===== src/rtl/monopulse_scheduler.sv =====
// Monopulse relation scheduler: round-robin sharing of one |err|*|ref| datapath
// between N_CH requesters. Each grant is tagged with the requester id. Results
// land in a credit-protected, fall-through result FIFO with a valid/ready output.

// Guards the result FIFO against a write into a full buffer with no pop.
module monopulse_scheduler_chk #(
  parameter int FIFO_DEPTH = 4,
  parameter int CNT_W      = 3
) (
  input logic             i_clock,
  input logic             i_reset,
  input logic [CNT_W-1:0] i_count,
  input logic             i_store,
  input logic             i_remove
);

  // Flags any store into a full FIFO that is not matched by a removal.
  always @(posedge i_clock) begin
    if (!i_reset) begin
      assert (!(i_store && !i_remove && (i_count == CNT_W'(FIFO_DEPTH))));
    end
  end

endmodule

module monopulse_scheduler #(
  parameter int DATA_SIZE  = 64,
  parameter int N_CH       = 4,
  parameter int MP_LATENCY = 2,
  parameter int FIFO_DEPTH = 4,
  localparam int ID_W      = $clog2(N_CH)
) (
  input  logic                      i_clock,
  input  logic                      i_reset,
  input  logic                      i_flush,
  input  logic [N_CH-1:0]           i_req,
  input  logic [N_CH*DATA_SIZE-1:0] i_reference,
  input  logic [N_CH*DATA_SIZE-1:0] i_error,
  output logic [N_CH-1:0]           o_grant,
  output logic                      o_mp_reset,
  output logic [DATA_SIZE-1:0]      o_mp_reference,
  output logic [DATA_SIZE-1:0]      o_mp_error,
  input  logic [DATA_SIZE-1:0]      i_mp_relation,
  output logic                      o_res_valid,
  input  logic                      i_res_ready,
  output logic [DATA_SIZE-1:0]      o_res_data,
  output logic [ID_W-1:0]           o_res_id,
  output logic                      o_busy
);

  localparam int CNT_W  = $clog2(FIFO_DEPTH + 1);
  localparam int PTR_W  = (FIFO_DEPTH > 1) ? $clog2(FIFO_DEPTH) : 1;
  localparam int STAGES = MP_LATENCY + 1;

  // Wraps a FIFO pointer at FIFO_DEPTH (depth need not fill the pointer range).
  function automatic logic [PTR_W-1:0] ptr_next(input logic [PTR_W-1:0] p);
    if (p == PTR_W'(FIFO_DEPTH - 1)) begin
      return '0;
    end else begin
      return p + 1'b1;
    end
  endfunction

  logic                 clear_s;
  logic [ID_W-1:0]      rr_ptr_q, rr_ptr_d;
  logic [ID_W-1:0]      cand_s;
  logic                 grant_any_s;
  logic [ID_W-1:0]      grant_id_s;
  logic                 credit_ok_s;
  logic [CNT_W:0]       occupancy_s;

  logic [STAGES-1:0]    tag_valid_q;
  logic [ID_W-1:0]      tag_id_q [STAGES];
  logic                 exit_s;
  logic                 push_s;

  logic [CNT_W-1:0]     in_flight_q, in_flight_d;
  logic [CNT_W-1:0]     fifo_count_q, fifo_count_d;
  logic [PTR_W-1:0]     rd_ptr_q, wr_ptr_q;
  logic [DATA_SIZE-1:0] fifo_data_q [FIFO_DEPTH];
  logic [ID_W-1:0]      fifo_id_q [FIFO_DEPTH];
  logic                 fifo_empty_s;
  logic                 res_valid_s;
  logic                 pop_s;
  logic                 store_s;
  logic                 remove_s;
  logic [DATA_SIZE-1:0] head_data_s;
  logic [ID_W-1:0]      head_id_s;

  assign clear_s      = i_reset | i_flush;
  assign o_mp_reset   = clear_s;

  // Credit uses occupancy before this cycle's pop, so a granted result always has a slot.
  assign occupancy_s  = {1'b0, in_flight_q} + {1'b0, fifo_count_q};
  assign credit_ok_s  = occupancy_s < (CNT_W + 1)'(FIFO_DEPTH);

  assign exit_s       = tag_valid_q[STAGES-1];
  assign push_s       = exit_s & ~clear_s;
  assign fifo_empty_s = (fifo_count_q == '0);

  // Round-robin search from the pointer upward with wrap; first requester wins.
  always_comb begin
    grant_any_s = 1'b0;
    grant_id_s  = '0;
    cand_s      = '0;
    if (!clear_s && credit_ok_s) begin
      for (int i = 0; i < N_CH; i++) begin
        cand_s = ID_W'((int'(rr_ptr_q) + i) % N_CH);
        if (!grant_any_s && i_req[cand_s]) begin
          grant_any_s = 1'b1;
          grant_id_s  = cand_s;
        end else begin
          grant_any_s = grant_any_s;
        end
      end
    end else begin
      grant_any_s = 1'b0;
    end
  end

  // One-hot grant decode and pointer advance past the winner.
  always_comb begin
    o_grant  = '0;
    rr_ptr_d = rr_ptr_q;
    if (grant_any_s) begin
      o_grant[grant_id_s] = 1'b1;
      if (grant_id_s == ID_W'(N_CH - 1)) begin
        rr_ptr_d = '0;
      end else begin
        rr_ptr_d = grant_id_s + 1'b1;
      end
    end else begin
      o_grant  = '0;
      rr_ptr_d = rr_ptr_q;
    end
  end

  // In-flight tag count: +1 per grant, -1 per tag leaving the pipe.
  always_comb begin
    in_flight_d = in_flight_q;
    if (grant_any_s && !exit_s) begin
      in_flight_d = in_flight_q + 1'b1;
    end else if (!grant_any_s && exit_s) begin
      in_flight_d = in_flight_q - 1'b1;
    end else begin
      in_flight_d = in_flight_q;
    end
  end

  // Fall-through head: an empty FIFO presents the result arriving this cycle.
  always_comb begin
    head_data_s = '0;
    head_id_s   = '0;
    if (!fifo_empty_s) begin
      head_data_s = fifo_data_q[rd_ptr_q];
      head_id_s   = fifo_id_q[rd_ptr_q];
    end else if (push_s) begin
      head_data_s = i_mp_relation;
      head_id_s   = tag_id_q[STAGES-1];
    end else begin
      head_data_s = '0;
      head_id_s   = '0;
    end
  end

  assign res_valid_s = (~fifo_empty_s | push_s) & ~clear_s;
  assign pop_s       = res_valid_s & i_res_ready;
  // A result popped in the same cycle it arrives at an empty FIFO is never stored.
  assign store_s     = push_s & ~(pop_s & fifo_empty_s);
  assign remove_s    = pop_s & ~fifo_empty_s;

  assign o_res_valid = res_valid_s;
  assign o_res_data  = res_valid_s ? head_data_s : '0;
  assign o_res_id    = res_valid_s ? head_id_s : '0;
  assign o_busy      = ~clear_s & ((in_flight_q != '0) | ~fifo_empty_s);

  // FIFO occupancy update from store/remove.
  always_comb begin
    fifo_count_d = fifo_count_q;
    if (store_s && !remove_s) begin
      fifo_count_d = fifo_count_q + 1'b1;
    end else if (!store_s && remove_s) begin
      fifo_count_d = fifo_count_q - 1'b1;
    end else begin
      fifo_count_d = fifo_count_q;
    end
  end

  // Round-robin pointer: cleared by reset only, untouched by flush.
  always_ff @(posedge i_clock) begin
    if (i_reset) begin
      rr_ptr_q <= '0;
    end else begin
      rr_ptr_q <= rr_ptr_d;
    end
  end

  // Operand issue registers toward the datapath; hold when nothing is granted.
  always_ff @(posedge i_clock) begin
    if (clear_s) begin
      o_mp_reference <= '0;
      o_mp_error     <= '0;
    end else if (grant_any_s) begin
      o_mp_reference <= i_reference[grant_id_s*DATA_SIZE +: DATA_SIZE];
      o_mp_error     <= i_error[grant_id_s*DATA_SIZE +: DATA_SIZE];
    end else begin
      o_mp_reference <= o_mp_reference;
      o_mp_error     <= o_mp_error;
    end
  end

  // Tag pipe tracking {valid,id} alongside the datapath latency.
  always_ff @(posedge i_clock) begin
    if (clear_s) begin
      tag_valid_q <= '0;
      for (int s = 0; s < STAGES; s++) begin
        tag_id_q[s] <= '0;
      end
    end else begin
      tag_valid_q <= {tag_valid_q[STAGES-2:0], grant_any_s};
      tag_id_q[0] <= grant_id_s;
      for (int s = 1; s < STAGES; s++) begin
        tag_id_q[s] <= tag_id_q[s-1];
      end
    end
  end

  // Occupancy counters and FIFO pointers; reset and flush both empty everything.
  always_ff @(posedge i_clock) begin
    if (clear_s) begin
      in_flight_q  <= '0;
      fifo_count_q <= '0;
      rd_ptr_q     <= '0;
      wr_ptr_q     <= '0;
    end else begin
      in_flight_q  <= in_flight_d;
      fifo_count_q <= fifo_count_d;
      rd_ptr_q     <= remove_s ? ptr_next(rd_ptr_q) : rd_ptr_q;
      wr_ptr_q     <= store_s ? ptr_next(wr_ptr_q) : wr_ptr_q;
    end
  end

  // FIFO storage; contents are only meaningful behind a valid count.
  always_ff @(posedge i_clock) begin
    if (store_s) begin
      fifo_data_q[wr_ptr_q] <= i_mp_relation;
      fifo_id_q[wr_ptr_q]   <= tag_id_q[STAGES-1];
    end
  end

  monopulse_scheduler_chk #(
    .FIFO_DEPTH (FIFO_DEPTH),
    .CNT_W      (CNT_W)
  ) u_chk (
    .i_clock  (i_clock),
    .i_reset  (clear_s),
    .i_count  (fifo_count_q),
    .i_store  (store_s),
    .i_remove (remove_s)
  );

endmodule


===== config.mk =====
export PLATFORM = sky130hd
export DESIGN_NAME = monopulse_scheduler
export DESIGN_NICKNAME = d
export VERILOG_FILES = /design/src/rtl/monopulse_scheduler.sv
export SDC_FILE = /design/constraint.sdc
export NUM_CORES = 1
export LEC_CHECK = 0
export CAP_MARGIN = 15
export CELL_PAD_IN_SITES_DETAIL_PLACEMENT = 1
export CELL_PAD_IN_SITES_GLOBAL_PLACEMENT = 1
export CORE_AREA = 2 2 309 311
export CTS_CLUSTER_DIAMETER = 50
export CTS_CLUSTER_SIZE = 14
export DETAILED_ROUTE_END_ITERATION = 8
export DIE_AREA = 0 0 311 313
export PLACE_DENSITY = 0.55
export SYNTH_ARGS = -nofsm -noshare
export SYNTH_HDL_FRONTEND = slang
export SYNTH_SLANG_ARGS = --single-unit

===== constraint.sdc =====
create_clock -name i_clock -period 4 [get_ports i_clock]
set_clock_uncertainty 0.05 [all_clocks]
set_input_delay 0.8 -clock i_clock [delete_from_list [all_inputs] [get_ports i_clock]]
set_output_delay 0.8 -clock i_clock [all_outputs]
set_load 0.02 [all_outputs]

# After elaboration in Yosys (flattened, before gate mapping)
# Memory sizes are Yosys's and may differ from the RTL's. A register that Yosys moved wholly into a read port is not among the register bits.
# Cells that the tools add are included.
# classes
bitwise	16
magnitude_cmp	7
n_reduce_logical	21
mux	49
shift	2
n_eq_ne	3
addsub	11
# op_table
operator	count
256-bit by 9-bit indexed part select with 64-bit output	2
64-bit two-way mux	3
2-bit two-way mux	18
1-bit two-way mux	18
2-bit by 3-bit < comparator with 1-bit output (second input constant)	5
3-bit two-way mux	4
1-bit logical AND	9
2-bit by 1-bit adder with 2-bit output (second input constant)	4
1-bit binary-select mux with 2-bit select	4
1-bit logical NOT	8
1-bit AND	7
3-bit by 1-bit adder with 3-bit output (second input constant)	2
2-bit equality test (second input constant)	3
1-bit OR	6
3-bit by 1-bit subtractor with 3-bit output (second input constant)	2
2-bit adder (second input constant)	2
3-bit by 3-bit adder with 4-bit output	1
4-bit by 3-bit < comparator with 1-bit output (second input constant)	1
4-bit two-way mux	1
2-bit nonzero test	2
3-bit logical NOT	1
1-bit inverter	3
3-bit nonzero test	1
1-bit demux with 2-bit select	1
2-bit by 1-bit >= comparator with 1-bit output (second input constant)	1
# totals
word_cells	120
output_inout_bits	201
ramBits	270
ff_bits	143
mem_count	3
# mem_list
memory	depth	word_bits	read_ports	rd_ports_with_merged_regs	write_ports	line	source
fifo_data_q	4	64	1	1	1	80	logic [DATA_SIZE-1:0] fifo_data_q [FIFO_DEPTH];
fifo_id_q	4	2	1	1	1	81	logic [ID_W-1:0] fifo_id_q [FIFO_DEPTH];
tag_id_q	3	2	3	0	3	73	logic [ID_W-1:0] tag_id_q [STAGES];

# Depth between registers and ports, before layout
# logic_depth
ltp_word	21
mapped_depth	13
mapped_depth_nobuf	10

# Least setup slack after synthesis
# OpenSTA, ideal clock, no wires.
# synth_path
path_kind	input to register
from	input port i_flush
to	memory fifo_data_q[0][0], enable pin
arrival_ns	3.107
t_required_ns	3.519
setup_ns	0.431
stages	5
setup_slack_ns	0.412
path_cell_list	nor2_1 -> clkbuf_1 -> inv_1 -> nor2_1 -> and2_1
# synth_via
elab_chain_cells	11
# synth_rtl
element	line	source
start, declared	35	input logic i_flush,
1-bit OR (*)	90	assign clear_s = i_reset | i_flush;
1-bit inverter (*)	98, 166	
1-bit AND	98	assign push_s = exit_s & ~clear_s;
1-bit OR	166	assign res_valid_s = (~fifo_empty_s | push_s) & ~clear_s;
1-bit AND	166	
1-bit AND	167	assign pop_s = res_valid_s & i_res_ready;
1-bit AND	169	assign store_s = push_s & ~(pop_s & fifo_empty_s);
1-bit inverter	169	
1-bit AND (*)	169	
via store_s	85	logic store_s;
1-bit two-way mux (*)	245	if (store_s) begin
1-bit two-way mux (not written as such) (*)	246	fifo_data_q[wr_ptr_q] <= i_mp_relation;
end, declared	80	
# The timed path passes the listed nets; every way through them passes the cells marked *.

# Final worst setup path
# layout_path
from	input port i_req[0]
to	output port o_grant[0]
# layout_via
elab_chain_cells	21
word_cells_on_any_way	33
classes_between	order compare (2); mux (24); reduce/logical (7)
# layout_rtl
element	line	source
start, declared	36	input logic [N_CH-1:0] i_req,
1-bit binary-select mux with 2-bit select	109	if (!grant_any_s && i_req[cand_s]) begin
1-bit two-way mux (not written as such)	109	
1-bit two-way mux	109	
1-bit two-way mux	106	if (!clear_s && credit_ok_s) begin
1-bit logical NOT	109	
1-bit logical AND	109	
1-bit two-way mux	109	
1-bit two-way mux	106	
[5 not listed]	n/a	
1-bit logical AND	109	
2-bit two-way mux	109	
2-bit two-way mux	106	
2-bit by 3-bit < comparator with 1-bit output (not written as such) or 2-bit by 1-bit >= comparator with 1-bit output (tied branches)	126	o_grant[grant_id_s] = 1'b1;
1-bit logical AND (not written as such)	126	
1-bit two-way mux (not written as such)	126	
1-bit demux with 2-bit select	126	
4-bit two-way mux (*)	125	if (grant_any_s) begin
end, declared	39	output logic [N_CH-1:0] o_grant,
# Mark *: on every way between the ends. The rest lies on a longest branch, timed or not. The select of a mux whose other input is x is not followed.

==> flow_summary.yaml <==
detailed_routing:
  viasPerCell: 4.67
  vias: 17077
  drc: 0
  drtAntennaViolNets: 0
  dr.pass1.iters: 5
  drt_iter0_markers: 1047
  wire_per_inst_um: 26.9
  drt-total-wl_mm: 98.6
placement:
  place_congestion: 0.904
  post-place-ws_ns: 0.0837
  place_hpwl_mm: 74.3
  portBuffers: 784
yosys:
  synthDominantCellAreaShare_pct: 41.3
  syn_area_per_cell_um2: 12.2
  syn_nets: 2172
  synth_cell_type_count: 27
  yosys-top-cells-area: "edfxtp_1 41%, dfxtp_1 16%, mux4_2 7.7%"
  yosysSeqAreaShare_pct: 57.1
  netlist_instances: 1573
  synth_area_um2: 19200
  yosysWarnings: 0
  synth_seq_cells: 415
  synth_top_area_cell: "edfxtp_1"
worst_setup_path:
  rrSetupSlack_ns: 0.98
  arrival_ns: 3.02
  worstPathMaxFanout: 5
  max_stage_delay_ns: 0.54
  path_common_cell: "clkdlybuf4s50_1"
  crit_family: "buffers and inverters"
  path_buf_inv: 3
  crit_type: "in2out"
  cp-start-kind: "input pin"
  crit_chain: "clkdlybuf4s50_1, mux2i_1, nor2_1, a311oi_4, and2_4, inv_4, ha_1, and2_1, clkdlybuf4s50_1"
  cp_data_required_time_ns: 3.15
  cp_slowest_cell: "clkdlybuf4s50_1"
  end_kind: "output pin"
sta:
  fin_setup_tns_ns: 0
  fmax_ghz: 0.259
  post-route-min-period_ns: 3.87
  maxSlewHeadroom_pct: 36.4
  report.final.slew_viol_count: 0
  setup_viol: 0
  rsz0062_at_grt: "true"
  hold_viol: 0
  max_slew.worst_pin.slew_ns: 0.955
  min_period_over_period_pct: 96.7
  final.setup.worst_slack_ns: 0.133
pwr:
  ir_worst_vdd_uv: 226
  powerDensity_nw_per_um2: 394
  power_mw: 12.3
  p_leak_nw: 10.6
clocking:
  h-tree-depth: 3
  clockBufferDepth: 3
  cts-root-buf: "clkbuf_16"
  clk_latency_ns: 0.60
  cts.sinks: 415
  cts_hold_buf: 0
  tritoncts: "yes"
  cts.reportedPaths.clkPinSlew_ns: 0.04
  numCtsBuffers: 68
hold_path:
  hold_class: "reg2reg"
global_routing:
  grtUsageTotal_pct: 19.6
  grt_use_met2_pct: 35.2
  grt.busiest_layer: "met2"
  grt_pass1_vias: 18623
  grt_util_met1_pct: 23.2
  grt_max_degree: 165
  grt-ovfl-total: 0
  grt_pass1_wl_mm: 139
  antenna_found_initial: 20
  met3_usage_pct: 4.17
cells_and_area:
  final_common_cell: "clkdlybuf4s50_1"
  multi_input_area_um2: 7670
  area_growth_pct: 63.1
  final_cell_mix: "783 x clkdlybuf4s50_1, 264 x edfxtp_1, 202 x a21oi_1"
  utilization_pct: 33.2
  final_nets: 2928
  drive_gt1_share_pct: 10.5
  fillers: 10230
  seqCellArea_um2: 11000
die:
  ios: 785
  rows: 113
  dieArea_um2: 97300
  core_um2: 94200
  start_util_pct: 20.4
  fp.dieW_um: 311
  die_h_um: 313
run_status:
  outcome: "finished, final reports clean"
run:
  max-cap-violations: 0
[through the flow]
| stage | std cells | instance area, um2 | hold WS, ns |
|---|---|---|---|
| final | 3658 | 31300 | 0.371 |
| after floorplan | 1573 | 19200 | 0.356 |
| after global routing | 3653 | 31300 | 0.404 |
| after detailed placement | 3524 | 28800 | 0.368 |
| after global placement | 3524 | 28800 | 0.362 |
| after CTS | 3647 | 31300 | 0.376 |
[final timing paths]
kind | from | endpoint | cells past startpoint
worst max-delay path | i_req[0] | o_grant[0] | 9
worst min-delay path | tag_valid_q[0]$_SDFF_PP0_ | tag_valid_q[1]$_SDFF_PP0_ | 1
worst max register to register | fifo_count_q[0]$_SDFFE_PP0P_ | fifo_count_q[2]$_SDFFE_PP0P_ | 9
worst min register to register | tag_valid_q[0]$_SDFF_PP0_ | tag_valid_q[1]$_SDFF_PP0_ | 1
[cell type report]
type	count	area share, %
Timing Repair Buffer	838	27.4
Inverter	13	0.164
Clock buffer	81	5.79
Antenna cell	11	0.0880
Multi-Input combinational cell	993	24.5
Tap cell	1265	5.06
Sequential cell	415	35.0
Clock inverter	42	1.93
[metal layers]
layer,vias to the layer above,part of all wire (%)
li1,7659,-
met1,8660,39
met2,620,52
met3,132,5.9
met4,6,3.2
met5,-,0.036
[registers in the layout (all words and copies together) (netlist names), named ones only]
signal	flops
rr_ptr_q	2
o_mp_error	64
in_flight_q	3
tag_valid_q	3
o_mp_reference	64
fifo_count_q	3
wr_ptr_q	2
fifo_data_q	256
fifo_id_q	8
rd_ptr_q	2
tag_id_q	6
[synth_stat cells]
master / n
edfxtp_1: 264
a21oi_1: 202
dfxtp_1: 151
nand2_1: 135
mux2i_1: 132
o21ai_0: 131
or3_1: 131
o311a_1: 128
clkbuf_1: 123
mux4_2: 66
buf_2: 20
and2_1: 16
ha_1: 13
inv_1: 12
nor2_1: 12
buf_1: 9
nand3_1: 6
nor3_1: 6
xor2_1: 4
nand2b_1: 3
fa_1: 2
o21ai_1: 2
a311oi_1: 1
inv_2: 1
nor4_1: 1
o2bb2a_1: 1
o31ai_1: 1
[power by group]
group | switching, mW | internal, mW
combinational | 0.652 | 0.790
sequential | 0.0427 | 4.60
clock | 2.31 | 3.95
total | 3.00 | 9.34
[cells by family (layout without fill, tap and decap cells)]
family,count (synthesis),after routing,synth area share (%)
compound gates,466,466,15.6
flops,415,415,57.1
simple gates,310,310,8.11
mux,198,198,14.6
buf+inv,165,974,3.36
fa+ha+maj,15,15,1.06
xor+xnor,4,4,0.183
other cells,0,11,0
[timing repair]
item / in CTS / in global routing
setup endpoints to repair: 4 / 1
gates resized for setup: 2 / 0
setup buffers: 0 / 0
[worst register-to-register path, cell delays in order, from the launching register on]
cell and delay (ns):
dfxtp_1 0.37, or3_2 0.72, buf_12 0.27, nand3_1 0.23
ha_1 0.23, inv_1 0.06, fa_1 0.37, xor2_1 0.18
or3_1 0.33, a21oi_1 0.14
Note: power is estimated with default switching activity, not from simulation.
